[src/rtl/internal_memory_arbiter_if.sv]
// Requester-side and memory-side buses of the internal memory arbiter.
// master = arbiter view, slave = requesters plus memory.
interface internal_memory_arbiter_if #(
  parameter int TagWidth = 21,
  parameter int Ports    = 4,
  parameter int PortBits = 2
);
  logic [Ports-1:0]                    RACT;
  logic [Ports-1:0]                    RCMD;
  logic [Ports-1:0][14:0]              RADDR;
  logic [Ports-1:0][7:0]               RBE;
  logic [Ports-1:0][63:0]              RDI;
  logic [Ports-1:0][TagWidth-1:0]      RTI;
  logic [Ports-1:0]                    RNEXT;
  logic [Ports-1:0]                    RDRDY;
  logic [63:0]                         RDO;
  logic [TagWidth-1:0]                 RTO;

  logic                                MACT;
  logic                                MCMD;
  logic [14:0]                         MADDR;
  logic [7:0]                          MBE;
  logic [63:0]                         MDI;
  logic [TagWidth+PortBits-1:0]        MTI;
  logic                                MDRDY;
  logic [63:0]                         MDO;
  logic [TagWidth+PortBits-1:0]        MTO;

  modport master (
    input  RACT, RCMD, RADDR, RBE, RDI, RTI, MDRDY, MDO, MTO,
    output RNEXT, RDRDY, RDO, RTO, MACT, MCMD, MADDR, MBE, MDI, MTI
  );

  modport slave (
    output RACT, RCMD, RADDR, RBE, RDI, RTI, MDRDY, MDO, MTO,
    input  RNEXT, RDRDY, RDO, RTO, MACT, MCMD, MADDR, MBE, MDI, MTI
  );
endinterface

[src/rtl/internal_memory_arbiter.sv]
// Round-robin arbiter sharing one 64-bit internal memory port among up to four
// requesters; the port index rides in the upper tag bits to steer read data back.
module internal_memory_arbiter #(
  parameter int TagWidth = 21,
  parameter int Ports    = 4,
  parameter int PortBits = 2
) (
  input  logic                      CLK,
  input  logic                      RESET,
  internal_memory_arbiter_if.master bus
);

  logic [PortBits-1:0] ptr;
  logic [PortBits-1:0] gnt;
  logic [PortBits-1:0] cand;
  logic                gnt_vld;
  logic                discard;

  // First requester found scanning upward from ptr, wrapping modulo Ports.
  always_comb begin
    gnt_vld = 1'b0;
    gnt     = '0;
    cand    = '0;
    for (int i = 0; i < Ports; i++) begin
      cand = PortBits'((int'(ptr) + i) % Ports);
      if (!gnt_vld && bus.RACT[cand]) begin
        gnt_vld = 1'b1;
        gnt     = cand;
      end
    end
  end

  assign bus.RNEXT = (gnt_vld && !RESET) ? (Ports'(1) << gnt) : '0;

  always_ff @(posedge CLK) begin
    // Memory may still emit a response for a pre-reset read in the cycle after reset.
    discard <= RESET;
    if (RESET) begin
      ptr       <= '0;
      bus.MACT  <= 1'b0;
      bus.MCMD  <= 1'b0;
      bus.MADDR <= '0;
      bus.MBE   <= 8'hFF;
      bus.MDI   <= '0;
      bus.MTI   <= '0;
      bus.RDRDY <= '0;
      bus.RDO   <= '0;
      bus.RTO   <= '0;
    end else begin
      bus.MACT <= gnt_vld;
      if (gnt_vld) begin
        bus.MCMD  <= bus.RCMD[gnt];
        bus.MADDR <= bus.RADDR[gnt];
        bus.MBE   <= bus.RBE[gnt];
        bus.MDI   <= bus.RDI[gnt];
        bus.MTI   <= {gnt, bus.RTI[gnt]};
        ptr       <= (int'(gnt) == Ports - 1) ? '0 : gnt + 1'b1;
      end

      if (bus.MDRDY && !discard) begin
        // An index outside 0..Ports-1 matches no bit, so nothing is signalled.
        for (int i = 0; i < Ports; i++)
          bus.RDRDY[i] <= (bus.MTO[TagWidth +: PortBits] == PortBits'(i));
        bus.RDO <= bus.MDO;
        bus.RTO <= bus.MTO[TagWidth-1:0];
      end else begin
        bus.RDRDY <= '0;
      end
    end
  end

endmodule

[src/flat_wrapper.sv]
// flat-port wrapper written by rule: the top's interface ports become plain ports
module internal_memory_arbiter_flat 
#(
  parameter int TagWidth = 21,
  parameter int Ports    = 4,
  parameter int PortBits = 2
)
  (CLK, RESET, bus_RACT, bus_RCMD, bus_RADDR, bus_RBE, bus_RDI, bus_RTI, bus_MDRDY, bus_MDO, bus_MTO, bus_RNEXT, bus_RDRDY, bus_RDO, bus_RTO, bus_MACT, bus_MCMD, bus_MADDR, bus_MBE, bus_MDI, bus_MTI);
  internal_memory_arbiter_if #(.TagWidth(TagWidth), .Ports(Ports), .PortBits(PortBits)) bus_i ();
  input  logic CLK;
  input  logic RESET;
  input wire logic [$bits(bus_i.RACT)-1:0] bus_RACT;
  input wire logic [$bits(bus_i.RCMD)-1:0] bus_RCMD;
  input wire logic [$bits(bus_i.RADDR)-1:0] bus_RADDR;
  input wire logic [$bits(bus_i.RBE)-1:0] bus_RBE;
  input wire logic [$bits(bus_i.RDI)-1:0] bus_RDI;
  input wire logic [$bits(bus_i.RTI)-1:0] bus_RTI;
  input wire logic [$bits(bus_i.MDRDY)-1:0] bus_MDRDY;
  input wire logic [$bits(bus_i.MDO)-1:0] bus_MDO;
  input wire logic [$bits(bus_i.MTO)-1:0] bus_MTO;
  output wire logic [$bits(bus_i.RNEXT)-1:0] bus_RNEXT;
  output wire logic [$bits(bus_i.RDRDY)-1:0] bus_RDRDY;
  output wire logic [$bits(bus_i.RDO)-1:0] bus_RDO;
  output wire logic [$bits(bus_i.RTO)-1:0] bus_RTO;
  output wire logic [$bits(bus_i.MACT)-1:0] bus_MACT;
  output wire logic [$bits(bus_i.MCMD)-1:0] bus_MCMD;
  output wire logic [$bits(bus_i.MADDR)-1:0] bus_MADDR;
  output wire logic [$bits(bus_i.MBE)-1:0] bus_MBE;
  output wire logic [$bits(bus_i.MDI)-1:0] bus_MDI;
  output wire logic [$bits(bus_i.MTI)-1:0] bus_MTI;
  assign bus_i.RACT = bus_RACT;
  assign bus_i.RCMD = bus_RCMD;
  assign bus_i.RADDR = bus_RADDR;
  assign bus_i.RBE = bus_RBE;
  assign bus_i.RDI = bus_RDI;
  assign bus_i.RTI = bus_RTI;
  assign bus_i.MDRDY = bus_MDRDY;
  assign bus_i.MDO = bus_MDO;
  assign bus_i.MTO = bus_MTO;
  assign bus_RNEXT = bus_i.RNEXT;
  assign bus_RDRDY = bus_i.RDRDY;
  assign bus_RDO = bus_i.RDO;
  assign bus_RTO = bus_i.RTO;
  assign bus_MACT = bus_i.MACT;
  assign bus_MCMD = bus_i.MCMD;
  assign bus_MADDR = bus_i.MADDR;
  assign bus_MBE = bus_i.MBE;
  assign bus_MDI = bus_i.MDI;
  assign bus_MTI = bus_i.MTI;
  internal_memory_arbiter #(.TagWidth(TagWidth), .Ports(Ports), .PortBits(PortBits)) u_core (.CLK(CLK), .RESET(RESET), .bus(bus_i));
endmodule
[config.mk]
export PLATFORM = sky130hd
export DESIGN_NAME = internal_memory_arbiter_flat
export DESIGN_NICKNAME = d
export VERILOG_FILES = /design/src/rtl/internal_memory_arbiter_if.sv /design/src/rtl/internal_memory_arbiter.sv /design/src/flat_wrapper.sv
export SDC_FILE = /design/constraint.sdc
export NUM_CORES = 1
export LEC_CHECK = 0
export BUFFER_PORTS_ARGS = -buffer_cell sky130_fd_sc_hd__buf_4
export CORE_AREA = 10 10 274 276
export CTS_BUF_LIST = sky130_fd_sc_hd__clkbuf_4
export DETAILED_ROUTE_END_ITERATION = 12
export DIE_AREA = 0 0 284 286
export GPL_TIMING_DRIVEN = 0
export PLACE_DENSITY_LB_ADDON = 0.3
export SYNTH_ARGS = -nofsm -noshare
export SYNTH_HDL_FRONTEND = slang
export SYNTH_SLANG_ARGS = --single-unit
[constraint.sdc]
create_clock -name CLK -period 5.1 [get_ports CLK]
set_clock_uncertainty 0.05 [all_clocks]
set_input_delay 0.51 -clock CLK [delete_from_list [all_inputs] [get_ports CLK]]
set_output_delay 0.51 -clock CLK [all_outputs]
set_load 0.01 [all_outputs]
==> summary.txt, run 1 <==
Detailed routing
  – Wire per inst: ~21 um
  – Routed WL: approximately 73,000 um
  – Vias per cell: 4.21
  – DRT antenna net count: 0
  – Post-route DRC: 0
  – 1st-iter DRT viols: approximately 600
  – Drt pass-1 iters: 5
  – Via count: ~14,000

Yosys
  – Syn Inst Count: approximately 1,300
  – Yosys top cell by area: dfxtp_1
  – Sequential element share of the synthesized area: 0.395
  – Most numerous cell in the Yosys netlist: nand2_1
  – Post-Syn Area per Cell: 8.07 um2
  – Netlist cell types: 29
  – Top FF cell, synth: dfxtp_1
  – Mapped Area: 0.0103 mm2
  – Post-synth net total: approximately 1,800
  – Commonest cells in the netlist: 272 x nand2_1, 204 x dfxtp_1, 109 x and3_1, 109 x mux2i_1, 109 x o211ai_1
  – Top post-synthesis cells by area: dfxtp_1 40%, mux2i_1 11%, nand2_1 9.9%
  – #FFs+latches synth: around 200
  – Number of flops mapped to enable cells by yosys: 0
  – Async set-reset flop share out of synthesis: 0
  – Yosys warns: 0
  – Share of the synthesized area in the top cell type: 0.395

Placement
  – Placed inst area: ~0.017 mm2
  – HPWL Detailed: ~58,000 um
  – Pre-CTS setup slack: about 1.6 ns
  – Final Wtd Congestion: between 0.8 and 0.9
  – Port buffer count: ~730

Die
  – Initial Utilization: 0.149
  – Core area: between 0.06 and 0.07 mm2
  – Row count: 97
  – # IOs: about 740
  – Chip Height: roughly 290 um
  – Die width: around 280 um
  – Die footprint: 0.0812 mm2

STA
  – Max-slew violation count: 0
  – Final setup viols: 0
  – Setup ws final: just under 1 ns
  – Slew margin rel.: 0.176
  – F_max: ~240 MHz
  – Period minus WS final: 4.13 ns
  – Final hold viol count: 0
  – Fin Hold WS: between 0.09 and 0.1 ns
  – Final period util: 0.809
  – Fin Setup TNS: 0 ns
  – Slew at the pin closest to its max-slew limit: around 1.2 ns
  – RSZ-0062 raised after global routing: no

Worst setup path
  – Crit-path max FO: 10
  – Worst R2R Path Depth: 9
  – CP required: ~4.5 ns
  – Arr. time, crit path: ~3.6 ns
  – Setup crit end kind: primary output
  – Crit start category: input port
  – Kind of critical path: input port to primary output

Job
  – Max Cap Viol: 0

Global route
  – Grt total ovfl: 0
  – Largest net degree at the start of global routing: 18
  – Initial antenna violation count: 16
  – Tot GR Track Use: 0.171
  – Vias in the first global route: roughly 16,000
  – First-pass GRT wire length: 106,000 um

CTS
  – Clk_lat worst skew: just under 0.8 ns
  – TritonCTS clock tree: done
  – Clk sinks: approximately 200
  – Clock Path Buffers: 3
  – Root Driver: clkbuf_4
  – Clock transition at the registers of the reported paths: ~0.06 ns
  – CTS Buf Count: 61
  – H-tree depth: 2
  – Post-CTS Resized: 0

Final layout
  – Nets: ~3,000
  – Post-Layout Inst Area: 0.0214 mm2
  – Area Growth Syn to Fin: 107%
  – # fillers: between 7,000 and 8,000
  – Layout cells sized above 1: 0.344

Min path
  – HP Class: input port to register
  – Worst Hold Depth: 4

Power and ir drop
  – Pwr per Cell Area: roughly 280 mW/mm2
  – Leakage: roughly 9.7 nW
  – Total power: between 5 and 6 mW
  – Peak supply drop: 0.000148 V

Status
  – Outcome: finished, final reports clean
cells in the final DEF (no fill, tap or decap), types with 6 or more instances in the layout:
| cell type | n |
|---|---|
| buf_1 | 15 |
| mux2i_1 | 109 |
| dfxtp_1 | 204 |
| o21ai_1 | 54 |
| a21oi_1 | 97 |
| clkinv_1 | 7 |
| a21boi_1 | 20 |
| a21boi_0 | 89 |
| dlygate4sd3_1 | 371 |
| buf_6 | 7 |
| o21ai_0 | 55 |
| clkbuf_4 | 81 |
| buf_2 | 23 |
| o211ai_1 | 109 |
| diode_2 | 11 |
| clkbuf_1 | 83 |
| buf_4 | 735 |
| and3_1 | 109 |
| nor2b_1 | 6 |
| nor2_1 | 7 |
| nand2_1 | 272 |
state kept, by name (all words and copies together), names as in the netlist:
signal,flops
u_core.bus.MADDR,15
u_core.bus.MDI,64
u_core.bus.RDRDY,4
u_core.discard,1
u_core.bus.MCMD,1
u_core.ptr,2
u_core.bus.RTO,21
u_core.bus.MTI,23
u_core.bus.MBE,8
u_core.bus.MACT,1
u_core.bus.RDO,64
final cells by class:
cell class	count	area, um2	area share
Inverter	2	7.51	0.000350
Multi-Input combinational cell	947	5680	0.265
Sequential cell	204	4080	0.191
Clock buffer	81	608	0.0284
Timing Repair Buffer	1106	9230	0.431
Clock inverter	11	51.3	0.00239
Antenna cell	11	27.5	0.00128
Buffer	128	562	0.0262
Tap cell	940	1180	0.0549
final timing paths:
check | endpoint | slack [ns] | start
worst min register to register | u_core.bus.RDO[32]$_SDFFE_PP0P_ | 0.40 | u_core.bus.RDO[32]$_SDFFE_PP0P_
worst max-delay path | bus_RNEXT[0] | 0.97 | bus_RACT[0]
worst max register to register | u_core.bus.MDI[8]$_SDFFE_PP0P_ | 1.63 | u_core.ptr[0]$_SDFFE_PP0P_
worst min-delay path | u_core.bus.MDI[57]$_SDFFE_PP0P_ | 0.1 | bus_RDI[249]
critical path, stage by stage:
cell and delay, ns:
dlygate4sd3_1 0.57, buf_4 0.16, nor4_2 0.54, dlygate4sd3_1 0.69, nor2_1 0.07, nand2b_1 0.31
clkbuf_1 0.46, nor2_1 0.07, buf_4 0.17
cell families after synthesis:
kind of cell / count (synthesis) / share of synthesized area
DFF: 204 / 0.395
and+or+nand+nor: 410 / 0.182
adders and majority gates: 1 / 0.00121
AOI/OAI and AO/OA: 427 / 0.261
buffers and inverters: 130 / 0.0551
muxes: 109 / 0.106
repair_timing:
action,in CTS,in global routing
hold buffers,371,0
endpoints found under the setup margin,0,0
endpoints found under the hold margin,201,0
buffers inserted,0,0
report_power, final:
group | total [mW] | internal, mW | switching, mW
clock network | 1.49 | 0.719 | 0.772
registers | 1.95 | 1.82 | 0.138
logic | 2.50 | 1.32 | 1.18
total | 5.95 | 3.86 | 2.09
metal layers:
metal	vias to the layer above	GRT usage	wire [um]
li1	6919	-	-
met1	6723	0.185	28200
met2	689	0.313	37100
met3	120	0.0521	5720
met4	2	0.0582	2240
met5	-	0	13
stage by stage:
stage	std cells	util
after floorplan	1281	-
after global placement	2955	0.245
after detailed placement	2956	0.245
after CTS	3419	0.308
after global routing	3424	0.308
final	3430	0.308
Power figures use the tool's default switching activity.
==> inputs of run 2 (changes only) <==
--- a/config.mk
+++ b/config.mk
@@ -6,10 +6,10 @@
 export NUM_CORES = 1
 export LEC_CHECK = 0
 export BUFFER_PORTS_ARGS = -buffer_cell sky130_fd_sc_hd__buf_4
-export CORE_AREA = 10 10 274 276
+export CORE_AREA = 10 10 281 283
 export CTS_BUF_LIST = sky130_fd_sc_hd__clkbuf_4
 export DETAILED_ROUTE_END_ITERATION = 12
-export DIE_AREA = 0 0 284 286
+export DIE_AREA = 0 0 291 293
 export GPL_TIMING_DRIVEN = 0
 export PLACE_DENSITY_LB_ADDON = 0.3
 export SYNTH_ARGS = -nofsm -noshare
==> constraint.sdc (replaced) <==
create_clock -name CLK -period 3.7 [get_ports CLK]
set_clock_uncertainty 0.05 [all_clocks]
set_input_delay 0.37 -clock CLK [delete_from_list [all_inputs] [get_ports CLK]]
set_output_delay 0.37 -clock CLK [all_outputs]
set_load 0.01 [all_outputs]
==> run 2 against run 1 <==
Against the previous run:
- wire length decreased by 1.0%
- clock-buffer cell count increased by 7
- cell area increased by 3.3%
- via count decreased by 0.14%
- register-to-register slack got worse by 1.3 ns
- highest routed layer unchanged
- flip-flop and latch count unchanged
- critical endpoint is now bus_RNEXT[2]
- global-route usage decreased by 0.90 points
- clock power increased by 68%
==> summary.txt, run 2 (same netlist as run 1, synthesis figures left out) <==
Status
  – Outcome: finished, final reports clean

Global route
  – Tot GR Track Use: 0.162 (-0.00898)
  – First-pass GRT wire length: 105,000 um (-0.84%)
  – Grt total ovfl: 0 (unchanged)
  – Largest net degree at the start of global routing: 11 (-7)
  – Initial antenna violation count: 10 (-6)
  – Vias in the first global route: 15,800 (-1.2%)

Final layout
  – Multi-input combinational cell area: 0.00569 mm2 (about the same)
  – Area Growth Syn to Fin: 114%
  – Regs by FF count: u_core.bus.MDI (64), u_core.bus.RDO (64), u_core.bus.MTI (23)
  – Post-Layout Inst Area: 0.0221 mm2 (+3.3%)
  – Commonest non-fill, non-tap cell in the layout: buf_4
  – FF/Latch Area: 0.00408 mm2 (unchanged)
  – # fillers: 8,003 (+7.3%)
  – Leading cell types in the layout, fill and taps excluded: 735 x buf_4, 422 x dlygate4sd3_1, 272 x nand2_1, 204 x dfxtp_1
  – Nets: 3,036 (+1.8%)
  – Layout cells sized above 1: 0.341 (-0.00314)

Detailed routing
  – Post-route DRC: 0 (unchanged)
  – Via count: 14,400 (-0.14%)
  – Routed WL: 72,500 um (-1.0%)
  – DRT antenna net count: 0 (unchanged)
  – 1st-iter DRT viols: 475 (-21%)
  – Wire per inst: 20.6 um (-3.3%)
  – Drt pass-1 iters: 5 (unchanged)
  – Vias per cell: 4.11 (-2.4%)

STA
  – Fin Hold WS: 0.122 ns (+0.0245 ns)
  – F_max: 297 MHz
  – RSZ-0062 raised after global routing: no
  – Max-slew violation count: 0 (unchanged)
  – Setup ws final: 0.337 ns (-0.637 ns)
  – Slew margin rel.: 0.177 (+0.00134)
  – Period minus WS final: 3.36 ns
  – Slew at the pin closest to its max-slew limit: 1.23 ns (-0.00201 ns)
  – Final period util: 0.909
  – Fin Setup TNS: 0 ns (unchanged)
  – Final hold viol count: 0 (unchanged)
  – Final setup viols: 0 (unchanged)

CTS
  – Root Driver: clkbuf_4
  – Clock transition at the registers of the reported paths: 0.06 ns (about the same)
  – Clk sinks: 204 (unchanged)
  – H-tree depth: 3 (+1)
  – CTS Buf Count: 66 (+8.2%)
  – TritonCTS clock tree: done
  – Clk_lat worst skew: 0.73 ns (-0.05 ns)
  – Clock Path Buffers: 3 (unchanged)
  – Setup bufs post-CTS: 0 (unchanged)

Power and ir drop
  – Part of the power in combinational logic: 0.410 (-0.011)
  – Pwr per Cell Area: 397 mW/mm2 (+43%)
  – Clock network fraction of total power: 0.285 (+0.034)
  – Psw: 2.98 mW (+43%)
  – Pint: 5.80 mW (+50%)
  – Switching Fraction: 0.340 (-0.0111)
  – Sequential share of power: 0.306 (-0.023)
  – Peak supply drop: 0.000176 V (+19%)
  – Leakage: 10.0 nW (+3.6%)

Placement
  – Placed inst area: 0.0171 mm2 (+0.21%)
  – HPWL Detailed: 56,200 um (-3.3%)
  – Final Wtd Congestion: 0.812 (-7.5%)
  – Pre-CTS setup slack: 0.274 ns (-1.34 ns)
  – Port buffer count: 734 (unchanged)

Worst setup path
  – Worst flop-to-flop path startpoint: u_core.ptr[0]$_SDFFE_PP0P_
  – CP endpoint: bus_RNEXT[2]
  – Crit. Startpoint: u_core.ptr[1]$_SDFFE_PP0P_
  – CP required: 3.28 ns (-1.26 ns)
  – Arr. time, crit path: 2.94 ns (-0.63 ns)
  – RR Endpoint: u_core.bus.MBE[0]$_SDFFE_PP1P_
  – Kind of critical path: register to primary output
  – Crit-path max FO: 10 (unchanged)
  – Worst-case register-to-register setup slack: 0.35 ns (-1.28 ns)
  – Setup crit end kind: primary output
  – Crit start category: register
  – Worst R2R Path Depth: 10 (+1)

Die
  – Die width: 291 um (+2.5%)
  – Die footprint: 0.0853 mm2 (+5.0%)
  – Row count: 100 (+3.1%)
  – Core area: 0.0736 mm2 (+5.8%)
  – # IOs: 735 (unchanged)
  – Chip Height: 293 um (+2.4%)
  – Initial Utilization: 0.140 (-0.00814)

Min path
  – Hold_sp: bus_RBE[7]
  – HP Class: input port to register

Job
  – Max Cap Viol: 0 (unchanged)
-- run 2: cell count changes in the layout (fill, tap and decap cells not counted), moves of 2 or more --
cell,delta
dlygate4sd3_1,+51
clkinv_4,+2
clkbuf_2,+2
clkbuf_4,+7
bufinv_16,+4
diode_2,-6
clkbuf_1,-2
clkinv_1,-2
-- run 2: cell type report --
cell class | count | share of cell area
multi-input cells | 947 | 0.257
clock inverters | 12 | 0.00729
flip-flops and latches | 204 | 0.185
well taps | 969 | 0.0548
plain buffers | 127 | 0.0254
inverters | 2 | 0.000339
repair buffers | 1157 | 0.440
diodes | 5 | 0.000565
clock buffers | 88 | 0.0299
-- run 2: how the worst min path moves through the flow --
stage                                                 end  cells past startpoint
final                      u_core.bus.MBE[7]$_SDFFE_PP1P_                      3
after global routing         u_core.bus.MCMD$_SDFFE_PP0P_                      4
after CTS                  u_core.bus.MBE[7]$_SDFFE_PP1P_                      4
after detailed placement  u_core.bus.RDO[61]$_SDFFE_PP0P_                      2
after global placement     u_core.bus.RTO[6]$_SDFFE_PP0P_                      2
after floorplan                    u_core.discard$_DFF_P_                      0
-- run 2: per-layer routing --
layer / track usage / part of all wire
met1: 0.184 / 0.40
met2: 0.285 / 0.49
met3: 0.0497 / 0.082
met4: 0.0560 / 0.030
met5: 0 / 0.00054
-- run 2: repair_timing --
| item | CTS | global route |
|---|---|---|
| hold buffers | 422 | 0 |
| gates resized for setup | 2 | 4 |
| endpoints found under the setup margin | 2 | 22 |
| endpoints found under the hold margin | 201 | 0 |
-- run 2: power groups by stage --
stage / logic [mW] / registers [mW] / clock network (mW)
floorplan: 1.11 / 2.83 / 0
global placement: 2.88 / 2.72 / 0
detailed placement: 2.88 / 2.72 / 0
CTS: 3.64 / 2.68 / 2.64
global route: 3.88 / 2.71 / 2.73
finish: 3.59 / 2.68 / 2.50
-- run 2: worst max-delay path, cell delays in order (launching register included) --
cell and delay, ns:
dfxtp_1 0.41, nand2_1 0.08, a311o_1 0.37, and2_1 0.16, buf_2 0.23, buf_8 0.24, buf_6 0.19, ha_1 0.21
and2_1 0.14, buf_4 0.16
-- run 2: through the flow --
| stage | total power, mW | utilization | cells |
|---|---|---|---|
| 3_3_place_gp | 5.60 | 0.232 | 2984 |
| 5_1_grt | 9.33 | 0.301 | 3508 |
| 6_report | 8.78 | 0.301 | 3511 |
| 2_1_floorplan | 3.94 | - | 1281 |
| 3_5_place_dp | 5.60 | 0.232 | 2985 |
| 4_1_cts | 8.95 | 0.301 | 3507 |
==> inputs of run 3 (changes only) <==
==> constraint.sdc (replaced) <==
create_clock -name CLK -period 3.7 [get_ports CLK]
set_clock_uncertainty 0.05 [all_clocks]
set_input_delay 0.37 -clock CLK [delete_from_list [all_inputs] [get_ports CLK]]
set_output_delay 0.37 -clock CLK [all_outputs]
set_load 0.005 [all_outputs]
==> run 3 against run 2 <==
Against the previous run:
- non-clock buffer count is the same
- register-to-register slack lost 0.05 ns
- via count is essentially flat
- cell count is the same
- clock-buffer cell count is the same
- critical path type is now register to register
- core utilization is essentially flat
- cell area is essentially flat
- first-iteration DRC count is the same
==> summary.txt, run 3 (same netlist as run 1, synthesis figures left out) <==
Status
  – Outcome: finished, final reports clean

CTS
  – H-tree depth: 3 (unchanged)
  – TritonCTS clock tree: done
  – CTS Buf Count: 66 (unchanged)
  – Clock transition at the registers of the reported paths: 0.06 ns (about the same)
  – Clk sinks: 204 (unchanged)
  – Clock Path Buffers: 3 (unchanged)
  – Root Driver: clkbuf_4
  – Clk_lat worst skew: 0.74 ns (about the same)

Detailed routing
  – Routed WL: 72,500 um (about the same)
  – Vias per cell: 4.11 (about the same)
  – DRT antenna net count: 0 (unchanged)
  – Post-route DRC: 0 (unchanged)
  – Via count: 14,400 (+0.097%)
  – 1st-iter DRT viols: 475 (unchanged)
  – Wire per inst: 20.7 um (about the same)
  – Drt pass-1 iters: 5 (unchanged)

Global route
  – Largest net degree at the start of global routing: 11 (unchanged)
  – Grt total ovfl: 0 (unchanged)
  – Met3 Usage GRT: 0.0497 (unchanged)
  – Tot GR Track Use: 0.162 (unchanged)
  – Top Usage Layer GRT: met2
  – Met1 GRT Util: 0.184 (unchanged)
  – Vias in the first global route: 15,800 (unchanged)
  – Initial antenna violation count: 10 (unchanged)
  – First-pass GRT wire length: 105,000 um (unchanged)
  – GR Util met2: 0.285 (unchanged)

STA
  – Final hold viol count: 0 (unchanged)
  – Fin Setup TNS: 0 ns (unchanged)
  – F_max: 294 MHz (-1.2%)
  – Max-slew violation count: 0 (unchanged)
  – Period minus WS final: 3.40 ns (+0.0396 ns)
  – Slew at the pin closest to its max-slew limit: 1.24 ns (+0.00710 ns)
  – Final setup viols: 0 (unchanged)
  – Final period util: 0.920 (+0.0107)
  – RSZ-0062 raised after global routing: no
  – Slew margin rel.: 0.172 (-0.00473)

Power and ir drop
  – Peak supply drop: 0.000176 V (about the same)
  – Leakage: 10.0 nW (about the same)
  – Pwr per Cell Area: 391 mW/mm2 (-1.4%)
  – Total power: 8.66 mW (-1.4%)

Final layout
  – Regs by FF count: u_core.bus.MDI (64), u_core.bus.RDO (64), u_core.bus.MTI (23)
  – Leading cell types in the layout, fill and taps excluded: 735 x buf_4, 422 x dlygate4sd3_1, 272 x nand2_1, 204 x dfxtp_1
  – Nets: 3,036 (unchanged)
  – Finished Core Util: 0.301 (about the same)
  – Non-Filler Instances: 3,511 (unchanged)
  – Commonest non-fill, non-tap cell in the layout: buf_4
  – Layout cells sized above 1: 0.341 (unchanged)
  – # fillers: 8,003 (unchanged)
  – Area Growth Syn to Fin: 114% (about the same)

Worst setup path
  – Kind of critical path: register to register
  – RR Endpoint: u_core.bus.MBE[0]$_SDFFE_PP1P_
  – Worst flop-to-flop path startpoint: u_core.ptr[0]$_SDFFE_PP0P_
  – Worst-case register-to-register setup slack: 0.30 ns (-0.05 ns)
  – Crit. Startpoint: u_core.ptr[0]$_SDFFE_PP0P_
  – Worst R2R Path Depth: 10 (unchanged)
  – Crit start category: register
  – CP max stage delay: 0.59 ns (+0.18 ns)
  – Arr. time, crit path: 3.99 ns (+1.05 ns)
  – CP endpoint: u_core.bus.MBE[0]$_SDFFE_PP1P_
  – Slowest CP cell: dlygate4sd3_1
  – Crit-path max FO: 10 (unchanged)
  – Setup crit end kind: register
  – CP required: 4.28 ns (+1.00 ns)
  – Critical-path cell list: nand2b_1 > a21o_1 > and2_1 > buf_2 > buf_6 > buf_6 > mux2i_1 > dlygate4sd3_1 > o211ai_1 > dlygate4sd3_1

Placement
  – Final Wtd Congestion: 0.812 (unchanged)
  – HPWL Detailed: 56,200 um (unchanged)
  – Post-Place Cells: 2,985 (unchanged)
  – Port buffer count: 734 (unchanged)

Min path
  – Hold_sp: bus_RBE[7]
  – HP Class: input port to register

Die
  – Core area: 0.0736 mm2 (unchanged)
  – Die width: 291 um (unchanged)
  – # IOs: 735 (unchanged)
  – Initial Utilization: 0.140 (unchanged)
  – Row count: 100 (unchanged)
  – Chip Height: 293 um (unchanged)
  – Die footprint: 0.0853 mm2 (unchanged)

Job
  – Max Cap Viol: 0 (unchanged)
## run 3: cell counts in the layout (fill, tap and decap cells not counted)
No cell type changed its count.
## run 3: worst max-delay path: cells and delay by family, from the launching register on
family / cells / cell delay [ns]
DFF: 1 / 0.34
buffers and inverters: 5 / 2.07
AOI/OAI and AO/OA: 2 / 0.30
and+or+nand+nor: 2 / 0.28
muxes: 1 / 0.22
## run 3: worst min-delay path by stage
stage	endpoint	cells past startpoint
6_report	u_core.bus.MBE[7]$_SDFFE_PP1P_	3
5_1_grt	u_core.bus.MCMD$_SDFFE_PP0P_	4
4_1_cts	u_core.bus.MBE[7]$_SDFFE_PP1P_	4
3_5_place_dp	u_core.bus.RDO[61]$_SDFFE_PP0P_	2
3_3_place_gp	u_core.bus.RTO[6]$_SDFFE_PP0P_	2
2_1_floorplan	u_core.discard$_DFF_P_	0
## run 3: repair_timing
action	4_1_cts	5_1_grt
hold buffers	422	0
buffers inserted	0	0
gates cloned	0	0
gates resized for setup	2	3
hold endpoints to repair	201	0
endpoints found under the setup margin	2	21
## run 3: final cells by class
| class | instances | area [um2] | area share |
|---|---|---|---|
| clock buffers | 88 | 661 | 0.0299 |
| plain buffers | 127 | 559 | 0.0253 |
| clock inverters | 12 | 161 | 0.00729 |
| repair buffers | 1157 | 9740 | 0.440 |
| well taps | 969 | 1210 | 0.0548 |
| diodes | 5 | 12.5 | 0.000565 |
| multi-input cells | 947 | 5690 | 0.257 |
| inverters | 2 | 7.51 | 0.000339 |
| flip-flops and latches | 204 | 4080 | 0.185 |
## run 3: through the flow
step	area [um2]	worst slack, ns	hold slack, ns
2_1_floorplan	10300	1.58	0.348
3_3_place_gp	17100	-0.146	0.395
3_5_place_dp	17100	0.280	0.399
4_1_cts	22100	0.0147	0.0102
5_1_grt	22100	0.00788	0.104
6_report	22100	0.297	0.122
## run 3: where the power goes
part | switching (mW) | total, mW | internal, mW
Clock | 1.14 | 2.50 | 1.36
Combinational | 1.55 | 3.47 | 1.92
Sequential | 0.178 | 2.68 | 2.50
Total | 2.87 | 8.66 | 5.79
## run 3: per-layer routing
metal	part of all wire	wire [um]
met1	0.39	28600
met2	0.49	35700
met3	0.082	5930
met4	0.030	2190
met5	0.00054	39
